`config.mk`:
```
export PLATFORM = sky130hd
export DESIGN_NAME = uart_rx_core_flat
export DESIGN_NICKNAME = d
export VERILOG_FILES = /design/src/rtl/uart_rx_core_if.sv /design/src/rtl/uart_rx_core.sv /design/src/flat_wrapper.sv
export SDC_FILE = /design/constraint.sdc
export NUM_CORES = 1
export LEC_CHECK = 0
export CAP_MARGIN = 20
export CORE_MARGIN = 3
export CORE_UTILIZATION = 61
export DETAILED_ROUTE_END_ITERATION = 16
export GPL_ROUTABILITY_DRIVEN = 0
export PLACE_DENSITY = 0.93
export SLEW_MARGIN = 20
export SYNTH_ARGS = -nofsm -noshare
export SYNTH_HDL_FRONTEND = slang
export SYNTH_SLANG_ARGS = --single-unit
```
`constraint.sdc`:
```
create_clock -name clk -period 4.75 [get_ports clk]
set_clock_uncertainty 0.2 [all_clocks]
set_input_delay 0.95 -clock clk [delete_from_list [all_inputs] [get_ports clk]]
set_output_delay 0.95 -clock clk [all_outputs]
set_load 0.01 [all_outputs]
```
`src/rtl/uart_rx_core_if.sv`:
```
// Signal bundle between the RXD pin side / FIFO writer and the UART receive core.
// master drives the line and abort; slave is the receiver core.
interface uart_rx_core_if;
  logic       rxd;
  logic       clear;
  logic [7:0] data;
  logic       data_valid;
  logic       frame_err;
  logic       parity_err;
  logic       idle;

  modport master (
    output rxd, clear,
    input  data, data_valid, frame_err, parity_err, idle
  );

  modport slave (
    input  rxd, clear,
    output data, data_valid, frame_err, parity_err, idle
  );
endinterface

```
`src/rtl/uart_rx_core.sv`:
```
// Oversampled 8N1 UART receiver with 2-of-3 mid-bit voting, false-start rejection and framing check.
// Define UART_RX_PARITY_EN to receive an even-parity bit between the data bits and the stop bit.
module uart_rx_core #(
  parameter int CLK_FREQ   = 80_000_000,
  parameter int BAUD       = 115200,
  parameter int OVERSAMPLE = 16
) (
  input  logic          clk,
  input  logic          rst,
  uart_rx_core_if.slave rx_io
);
  localparam int DIV = (CLK_FREQ + (BAUD * OVERSAMPLE) / 2) / (BAUD * OVERSAMPLE);
  localparam int DW  = (DIV > 2) ? $clog2(DIV) : 1;
  localparam int SW  = $clog2(OVERSAMPLE);
  localparam logic [DW-1:0] DIV_LAST = DW'(DIV - 1);
  localparam logic [SW-1:0] S_LAST   = SW'(OVERSAMPLE - 1);
  localparam logic [SW-1:0] S_V0     = SW'(OVERSAMPLE / 2 - 1);
  localparam logic [SW-1:0] S_V1     = SW'(OVERSAMPLE / 2);
  localparam logic [SW-1:0] S_V2     = SW'(OVERSAMPLE / 2 + 1);

  if (DIV < 2) begin : g_bad_div
    $error("uart_rx_core: DIV=%0d, must be at least 2", DIV);
  end
  if ((OVERSAMPLE % 2 != 0) || (OVERSAMPLE < 8)) begin : g_bad_os
    $error("uart_rx_core: OVERSAMPLE=%0d, must be even and at least 8", OVERSAMPLE);
  end

`ifdef UART_RX_PARITY_EN
  typedef enum logic [2:0] {IDLE, START, DATA, PARITY, STOP, BREAK} state_t;
`else
  typedef enum logic [2:0] {IDLE, START, DATA, STOP, BREAK} state_t;
`endif

  state_t          state_q, state_d;
  logic            sync1_q, rxs_q;
  logic [DW-1:0]   div_q, div_d;
  logic [SW-1:0]   s_q, s_d;
  logic [2:0]      bit_q, bit_d;
  logic [1:0]      v_q, v_d;
  logic [7:0]      shift_q, shift_d;
  logic [7:0]      data_q, data_d;
  logic            dv_q, dv_d;
  logic            fe_q, fe_d;
`ifdef UART_RX_PARITY_EN
  logic            par_q, par_d;
  logic            pe_q, pe_d;
`endif

  logic tick, vote, vote_tick, end_tick;

  assign tick      = (div_q == DIV_LAST);
  assign vote      = (v_q[0] & v_q[1]) | (v_q[0] & rxs_q) | (v_q[1] & rxs_q);
  assign vote_tick = tick && (s_q == S_V2);
  assign end_tick  = tick && (s_q == S_LAST);

  always_comb begin
    state_d = state_q;
    div_d   = div_q;
    s_d     = s_q;
    bit_d   = bit_q;
    v_d     = v_q;
    shift_d = shift_q;
    data_d  = data_q;
    dv_d    = 1'b0;
    fe_d    = 1'b0;
`ifdef UART_RX_PARITY_EN
    par_d   = par_q;
    pe_d    = 1'b0;
`endif

    if (state_q != IDLE && state_q != BREAK) begin
      div_d = tick ? '0 : div_q + 1'b1;
      if (tick) begin
        s_d = (s_q == S_LAST) ? '0 : s_q + 1'b1;
        if (s_q == S_V0) v_d[0] = rxs_q;
        if (s_q == S_V1) v_d[1] = rxs_q;
      end
    end

    case (state_q)
      IDLE: begin
        if (!rxs_q) begin
          state_d = START;
          bit_d   = '0;
        end
      end
      START: begin
        if (vote_tick && vote) state_d = IDLE;
        else if (end_tick) begin
          state_d = DATA;
          bit_d   = '0;
        end
      end
      DATA: begin
        if (vote_tick) shift_d = {vote, shift_q[7:1]};
        if (end_tick) begin
          if (bit_q == 3'd7) begin
`ifdef UART_RX_PARITY_EN
            state_d = PARITY;
`else
            state_d = STOP;
`endif
          end else begin
            bit_d = bit_q + 3'd1;
          end
        end
      end
`ifdef UART_RX_PARITY_EN
      PARITY: begin
        if (vote_tick) par_d = vote;
        if (end_tick) state_d = STOP;
      end
`endif
      // Stop bit is decided at its vote so the next start edge can be caught with no idle gap.
      STOP: begin
        if (vote_tick) begin
          if (vote) begin
            data_d  = shift_q;
            dv_d    = 1'b1;
`ifdef UART_RX_PARITY_EN
            pe_d    = (par_q != ^shift_q);
`endif
            state_d = IDLE;
          end else begin
            fe_d    = 1'b1;
            state_d = BREAK;
          end
        end
      end
      BREAK: begin
        if (rxs_q) state_d = IDLE;
      end
      default: state_d = IDLE;
    endcase

    if (state_d == IDLE || state_d == BREAK || state_q == IDLE) begin
      div_d = '0;
      s_d   = '0;
    end

    if (rx_io.clear) begin
      state_d = IDLE;
      div_d   = '0;
      s_d     = '0;
      bit_d   = '0;
      data_d  = data_q;
      dv_d    = 1'b0;
      fe_d    = 1'b0;
`ifdef UART_RX_PARITY_EN
      pe_d    = 1'b0;
`endif
    end
  end

  always_ff @(posedge clk or posedge rst) begin
    if (rst) begin
      state_q <= IDLE;
      sync1_q <= 1'b1;
      rxs_q   <= 1'b1;
      div_q   <= '0;
      s_q     <= '0;
      bit_q   <= '0;
      v_q     <= '0;
      shift_q <= '0;
      data_q  <= '0;
      dv_q    <= 1'b0;
      fe_q    <= 1'b0;
`ifdef UART_RX_PARITY_EN
      par_q   <= 1'b0;
      pe_q    <= 1'b0;
`endif
    end else begin
      state_q <= state_d;
      sync1_q <= rx_io.rxd;
      rxs_q   <= sync1_q;
      div_q   <= div_d;
      s_q     <= s_d;
      bit_q   <= bit_d;
      v_q     <= v_d;
      shift_q <= shift_d;
      data_q  <= data_d;
      dv_q    <= dv_d;
      fe_q    <= fe_d;
`ifdef UART_RX_PARITY_EN
      par_q   <= par_d;
      pe_q    <= pe_d;
`endif
    end
  end

  assign rx_io.data       = data_q;
  assign rx_io.data_valid = dv_q;
  assign rx_io.frame_err  = fe_q;
  assign rx_io.idle       = (state_q == IDLE);
`ifdef UART_RX_PARITY_EN
  assign rx_io.parity_err = pe_q;
`else
  assign rx_io.parity_err = 1'b0;
`endif
endmodule
```
`src/flat_wrapper.sv`:
```
// flat-port wrapper written by rule: the top's interface ports become plain ports
module uart_rx_core_flat 
#(
  parameter int CLK_FREQ   = 80_000_000,
  parameter int BAUD       = 115200,
  parameter int OVERSAMPLE = 16
)
  (clk, rst, rx_io_rxd, rx_io_clear, rx_io_data, rx_io_data_valid, rx_io_frame_err, rx_io_parity_err, rx_io_idle);
  uart_rx_core_if rx_io_i ();
  input  logic clk;
  input  logic rst;
  input wire logic [$bits(rx_io_i.rxd)-1:0] rx_io_rxd;
  input wire logic [$bits(rx_io_i.clear)-1:0] rx_io_clear;
  output wire logic [$bits(rx_io_i.data)-1:0] rx_io_data;
  output wire logic [$bits(rx_io_i.data_valid)-1:0] rx_io_data_valid;
  output wire logic [$bits(rx_io_i.frame_err)-1:0] rx_io_frame_err;
  output wire logic [$bits(rx_io_i.parity_err)-1:0] rx_io_parity_err;
  output wire logic [$bits(rx_io_i.idle)-1:0] rx_io_idle;
  assign rx_io_i.rxd = rx_io_rxd;
  assign rx_io_i.clear = rx_io_clear;
  assign rx_io_data = rx_io_i.data;
  assign rx_io_data_valid = rx_io_i.data_valid;
  assign rx_io_frame_err = rx_io_i.frame_err;
  assign rx_io_parity_err = rx_io_i.parity_err;
  assign rx_io_idle = rx_io_i.idle;
  uart_rx_core #(.CLK_FREQ(CLK_FREQ), .BAUD(BAUD), .OVERSAMPLE(OVERSAMPLE)) u_core (.clk(clk), .rst(rst), .rx_io(rx_io_i));
endmodule
```
# Yosys cells after proc, flatten, opt, wreduce, memory -nomap -nowiden
# Cells that the tools add are included.
[word_totals]
register_bits = 38
latch_bits = 0
ramBits = 0
romBits = 0
out_inout_bits = 12
elab_cells = 90
mem_count = 0
[op_classes]
addsub = 3
multipliers = 0
div_mod_pow = 0
n_lt_le_gt_ge = 0
n_eq_ne = 17
n_shift = 0
n_mux = 34
bitwise_logic = 6
n_reduce_logical = 18
[ops]
columns = ["cell", "n"]
rows = [
  ["$mux W3", 15],
  ["$mux W6", 4],
  ["$mux W4", 5],
  ["$pmux W3 S5", 1],
  ["$eq A4 B4 Y1 const B", 3],
  ["$ne A3 B3 Y1 const B", 4],
  ["$eq A3 B3 Y1 const B", 3],
  ["$pmux W3 S3", 1],
  ["$reduce_bool A3 Y1", 3],
  ["$mux W1", 8],
  ["$add A6 B1 Y6 const B", 1],
  ["$eq A3 B2 Y1 const B", 2],
  ["$eq A6 B6 Y1 const B", 1],
  ["$logic_not A3 Y1", 2],
  ["$ne A3 B2 Y1 const B", 2],
  ["$reduce_and A3 Y1", 2],
  ["$reduce_and A6 Y1", 1],
  ["$add A4 B1 Y4 const B", 1],
  ["$eq A4 B3 Y1 const B", 1],
  ["$logic_and A1 B1 Y1", 4],
  ["$reduce_and A2 Y1", 2],
  ["$reduce_and A4 Y1", 1],
  ["$reduce_bool A4 Y1", 1],
  ["$add A3 B1 Y3 const B", 1],
  ["5 further kinds", 9],
]

# Logic depth before layout (Yosys ltp)
[logic_depth]
ltp_word = 11
depth_mapped = 6
depth_no_buf = 6

# Worst setup path before layout
# Ideal clock, no wire load.
[synth_timing]
path_kind = "register to output"
startpoint = "reg u_core.state_q[0]"
endpoint = "out rx_io_idle"
arrival_ns = 0.865
required_ns = 3.600
path_slack_ns = 2.735
stages_incl_launch_ff = 3
n_path_buf = 1
cell_sequence = "dfrtp_1 buf_2 nor3_1"
[synth_via]
elab_chain_len = 1
[synth_rtl]
columns = ["item", "line_no", "source"]
rows = [
  ["start: declaration", "uart_rx_core.sv:34", "state_t state_q, state_d;"],
  ["start signal: assignment", "uart_rx_core.sv:173", "state_q <= state_d;"],
  ["$logic_not A3 Y1", "uart_rx_core.sv:194", "assign rx_io.idle = (state_q == IDLE);"],
  ["end: declaration", "flat_wrapper.sv:18", "output wire logic [$bits(rx_io_i.idle)-1:0] rx_io_idle;"],
]
# Every way passes these cells.

# Worst setup path after layout
# Same ends and word-level chain as after synthesis.

==> impl_table.tex <==
\begin{tabular}{lr}
\hline
Metric & Value \\
\hline
\multicolumn{2}{l}{\textbf{STA}} \\
Hold Vio Cnt, Final & 0 \\
Total Neg Setup Slack & 0 ns \\
Final count of negative-setup-slack endpoints & 0 \\
Max frequency & 0.354 GHz \\
Final critical delay including setup and external delays & 2.83 ns \\
Period utilization & 0.595 \\
Max-slew violations & 0 \\
Setup repair after global routing missed its margin & false \\
\multicolumn{2}{l}{\textbf{Routing}} \\
Vias & 1256 \\
Total Routed Length & 3270 um \\
Antenna Nets Post-Route & 0 \\
Vias per std cell & a little over 6 \\
Detailed-routing iteration count for the pre-antenna-repair pass & 5 \\
Number of DRC markers in iteration 0 & approximately 110 \\
DRC violations left & 0 \\
Routed WL per cell & between 15 and 20 um \\
\multicolumn{2}{l}{\textbf{Global route}} \\
Number of global-route vias before repair & 1185 \\
Global-route total usage across every layer & 0.199 \\
Global route overflow & 0 \\
Largest net degree at the start of global routing & 39 \\
Global-route wire length before repair & 5450 um \\
Initial antenna violation count & 0 \\
\multicolumn{2}{l}{\textbf{Cells and area}} \\
Diodes inserted & 0 \\
Number of inserted filler cells in the final layout & 193 \\
Share of layout cells above drive strength 1 & 0.229 \\
Post-route standard cell area excluding fillers & approximately 0.0021 mm2 \\
Top library cells by usage in the layout, fill and taps aside & dfrtp\_1 (36), mux2\_2 (19), clkdlybuf4s50\_1 (14) \\
Synthesis-to-layout area growth & 10.5\% \\
Count of nets after finishing & 186 \\
Leading cell type in the layout, fill and taps excluded & dfrtp\_1 \\
\multicolumn{2}{l}{\textbf{Placed design}} \\
Post-detailed-placement half-perimeter wirelength & 2400 um \\
Placed inst area & $\sim$0.0021 mm2 \\
Port bufs & 14 \\
\multicolumn{2}{l}{\textbf{Die}} \\
Starting density of the core & 0.667 \\
Die span in x & $\sim$62 um \\
DIE AREA & 0.00382 mm2 \\
Row count & 19 \\
Vertical die dimension & 61.8 um \\
Boundary pin count & 16 \\
Core Region & 0.00285 mm2 \\
\multicolumn{2}{l}{\textbf{Clocking}} \\
Clock tree from TritonCTS & done \\
Clock sinks & 38 \\
Clk\_lat worst skew & approximately 0.33 ns \\
Cts hold-fix bufs & 0 \\
Count of H-tree levels built during CTS & 2 \\
Number of gates resized after cts & 0 \\
Total CTS buffers & 5 \\
Root Driver & clkbuf\_4 \\
CTS clk-pin slew, worst paths & 0.10 ns \\
CTS Buffer Depth & 2 \\
Setup repair bufs after CTS & 0 \\
\multicolumn{2}{l}{\textbf{Min path}} \\
Worst hold path depth & 0 \\
Worst-case hold path end point & u\_core.rxs\_q \\
HP Start & u\_core.sync1\_q \\
Hold crit path type & reg2reg \\
\multicolumn{2}{l}{\textbf{Synthesis}} \\
Share of Yosys cell area claimed by the top area cell type & 0.474 \\
Synthesized cell area & 0.00190 mm2 \\
Warnings, synthesis & 0 \\
Most instantiated flip-flop cell in the synthesis netlist & dfrtp\_1 \\
Synth Area per Inst & roughly 12 um2 \\
Count of mapped cells out of synthesis & around 160 \\
Arithmetic-cell share of the synthesized area counting full adders, half adders and majority gates & 0.0513 \\
Cell type with the largest total area after synthesis & dfrtp\_1 \\
Largest family of logic cells by synthesized area & simple AND/OR/NAND/NOR gates \\
Register bit count reported by yosys & 38 \\
Cell types with the largest area share after synthesis & dfrtp\_1 (47\%), mux2\_2 (11\%), ha\_1 (4.6\%) \\
Share of synthesized area spent on multiplexers & 0.134 \\
Count of unique library cells instantiated by Yosys & 48 \\
Synthesized-area fraction occupied by ao, oa, aoi and oai cells & 0.0697 \\
Number of enable-type register cells in the synthesized netlist & 0 \\
Net count of the mapped netlist & 170 \\
Async S/R FF share, synth & 1.00 \\
Simple-Gate Fraction of Synth Area & 0.188 \\
Xor/xnor share of the synthesized area & 0.0230 \\
Part of the Yosys area used for sequential elements & 0.501 \\
\multicolumn{2}{l}{\textbf{Worst setup path}} \\
Chain of cells forming the critical path & nor3\_1 > clkdlybuf4s50\_1 \\
Endpoint of the lowest-slack register-to-register path & u\_core.shift\_q[5] \\
Critical path data arrival time & 1.68 ns \\
Crit path capture type & output pin \\
Worst reg-to-reg setup slack & around 2.6 ns \\
Slowest stage delay, CP & 0.58 ns \\
Data required time of the critical path & 3.60 ns \\
Worst r2r src & u\_core.div\_q[0] \\
Slowest stage cell, crit path & clkdlybuf4s50\_1 \\
Startpoint types & flop \\
Worst reg-to-reg path cell count & 6 \\
Worst setup path category & reg2out \\
Maximum fanout count along the critical path & 12 \\
\multicolumn{2}{l}{\textbf{Status}} \\
Outcome & complete, no violations \\
\multicolumn{2}{l}{\textbf{Pwr}} \\
LEAKAGE & 0.975 nW \\
Power Dens Cells & 240 mW/mm2 \\
Maximum vdd ir drop & 0.209 mV \\
\multicolumn{2}{l}{\textbf{Job}} \\
Count of maximum capacitance violations & 0 \\
\hline
\end{tabular}
[report_power, final]
group	internal (W)	switching (W)
clock	0.0000553	0.0000971
combinational	0.00000816	0.0000138
sequential	0.000326	0.00000323
total	0.000390	0.000114
[registers in the layout (all words and copies together) (netlist names)]
register                 count
u_core.rx_io.frame_err       1
u_core.rx_io.data            8
u_core.state_q               3
u_core.rx_io.data_valid      1
u_core.bit_q                 3
u_core.s_q                   4
u_core.sync1_q               1
u_core.div_q                 6
u_core.rxs_q                 1
u_core.v_q                   2
u_core.shift_q               8
[cell families after synthesis]
logic type,count (synthesis)
simple gates,52
flops,38
mux,23
compound gates,20
buf+inv,12
fa+ha+maj,8
xor+xnor,5
other cells,1
[routing by layer]
layer / GRT usage / up-vias / routed length, um
met2: 0.312 / 37 / 1660
met3: 0.0620 / 2 / 134
met4: 0.0697 / 0 / 26
li1: - / 603 / -
met1: 0.262 / 614 / 1440
met5: 0 / - / 0
[cell usage after synthesis (3+ instances only)]
cell      instances
dfrtp_1          36
a21oi_1           8
xor2_1            3
nand3_1           6
nor2_1            8
buf_4             3
inv_1             6
mux2_2           19
nor3_1            3
nand2b_1          3
nand2_1           3
nand3b_1          3
mux2i_1           4
nand4_1           5
ha_1              7
[worst max path at each step]
stage	endpoint	cells after the start	slack, ns	startpoint
after detailed placement	u_core.rx_io.data[6]	3	1.94	rx_io_clear
after CTS	rx_io_idle	2	1.92	u_core.state_q[0]
after global placement	u_core.rx_io.data[7]	3	2.00	rx_io_clear
after global routing	rx_io_idle	2	1.82	u_core.state_q[2]
final	rx_io_idle	2	1.92	u_core.state_q[0]
after floorplan	rx_io_idle	2	2.73	u_core.state_q[0]
[area by class of cell]
class                           instances  area (um2)  area share
Tap cell                               31        38.8      0.0185
Multi-Input combinational cell        109         890       0.423
Timing Repair Buffer                   15         148      0.0703
Sequential cell                        38         953       0.454
Clock inverter                          1        7.51     0.00357
Clock buffer                            6        41.3      0.0197
Inverter                                6        22.5      0.0107
[per-stage QoR]
step | total power, W | cells | hold slack [ns] | setup WS [ns] | utilization
2_1_floorplan | 0.000350 | 159 | 0.145 | 2.73 | -
6_report | 0.000504 | 206 | 0.162 | 1.92 | 0.736
3_3_place_gp | 0.000357 | 199 | 0.146 | 2.00 | 0.719
3_5_place_dp | 0.000358 | 199 | 0.148 | 1.94 | 0.719
5_1_grt | 0.000526 | 206 | 0.165 | 1.82 | 0.736
4_1_cts | 0.000510 | 206 | 0.160 | 1.92 | 0.736
[critical path, delay by kind of cell (launching register included)]
family | cells | cell delay, ns
buffers and inverters | 1 | 0.58
DFF | 1 | 0.51
and+or+nand+nor | 1 | 0.27
Power figures use the tool's default switching activity.
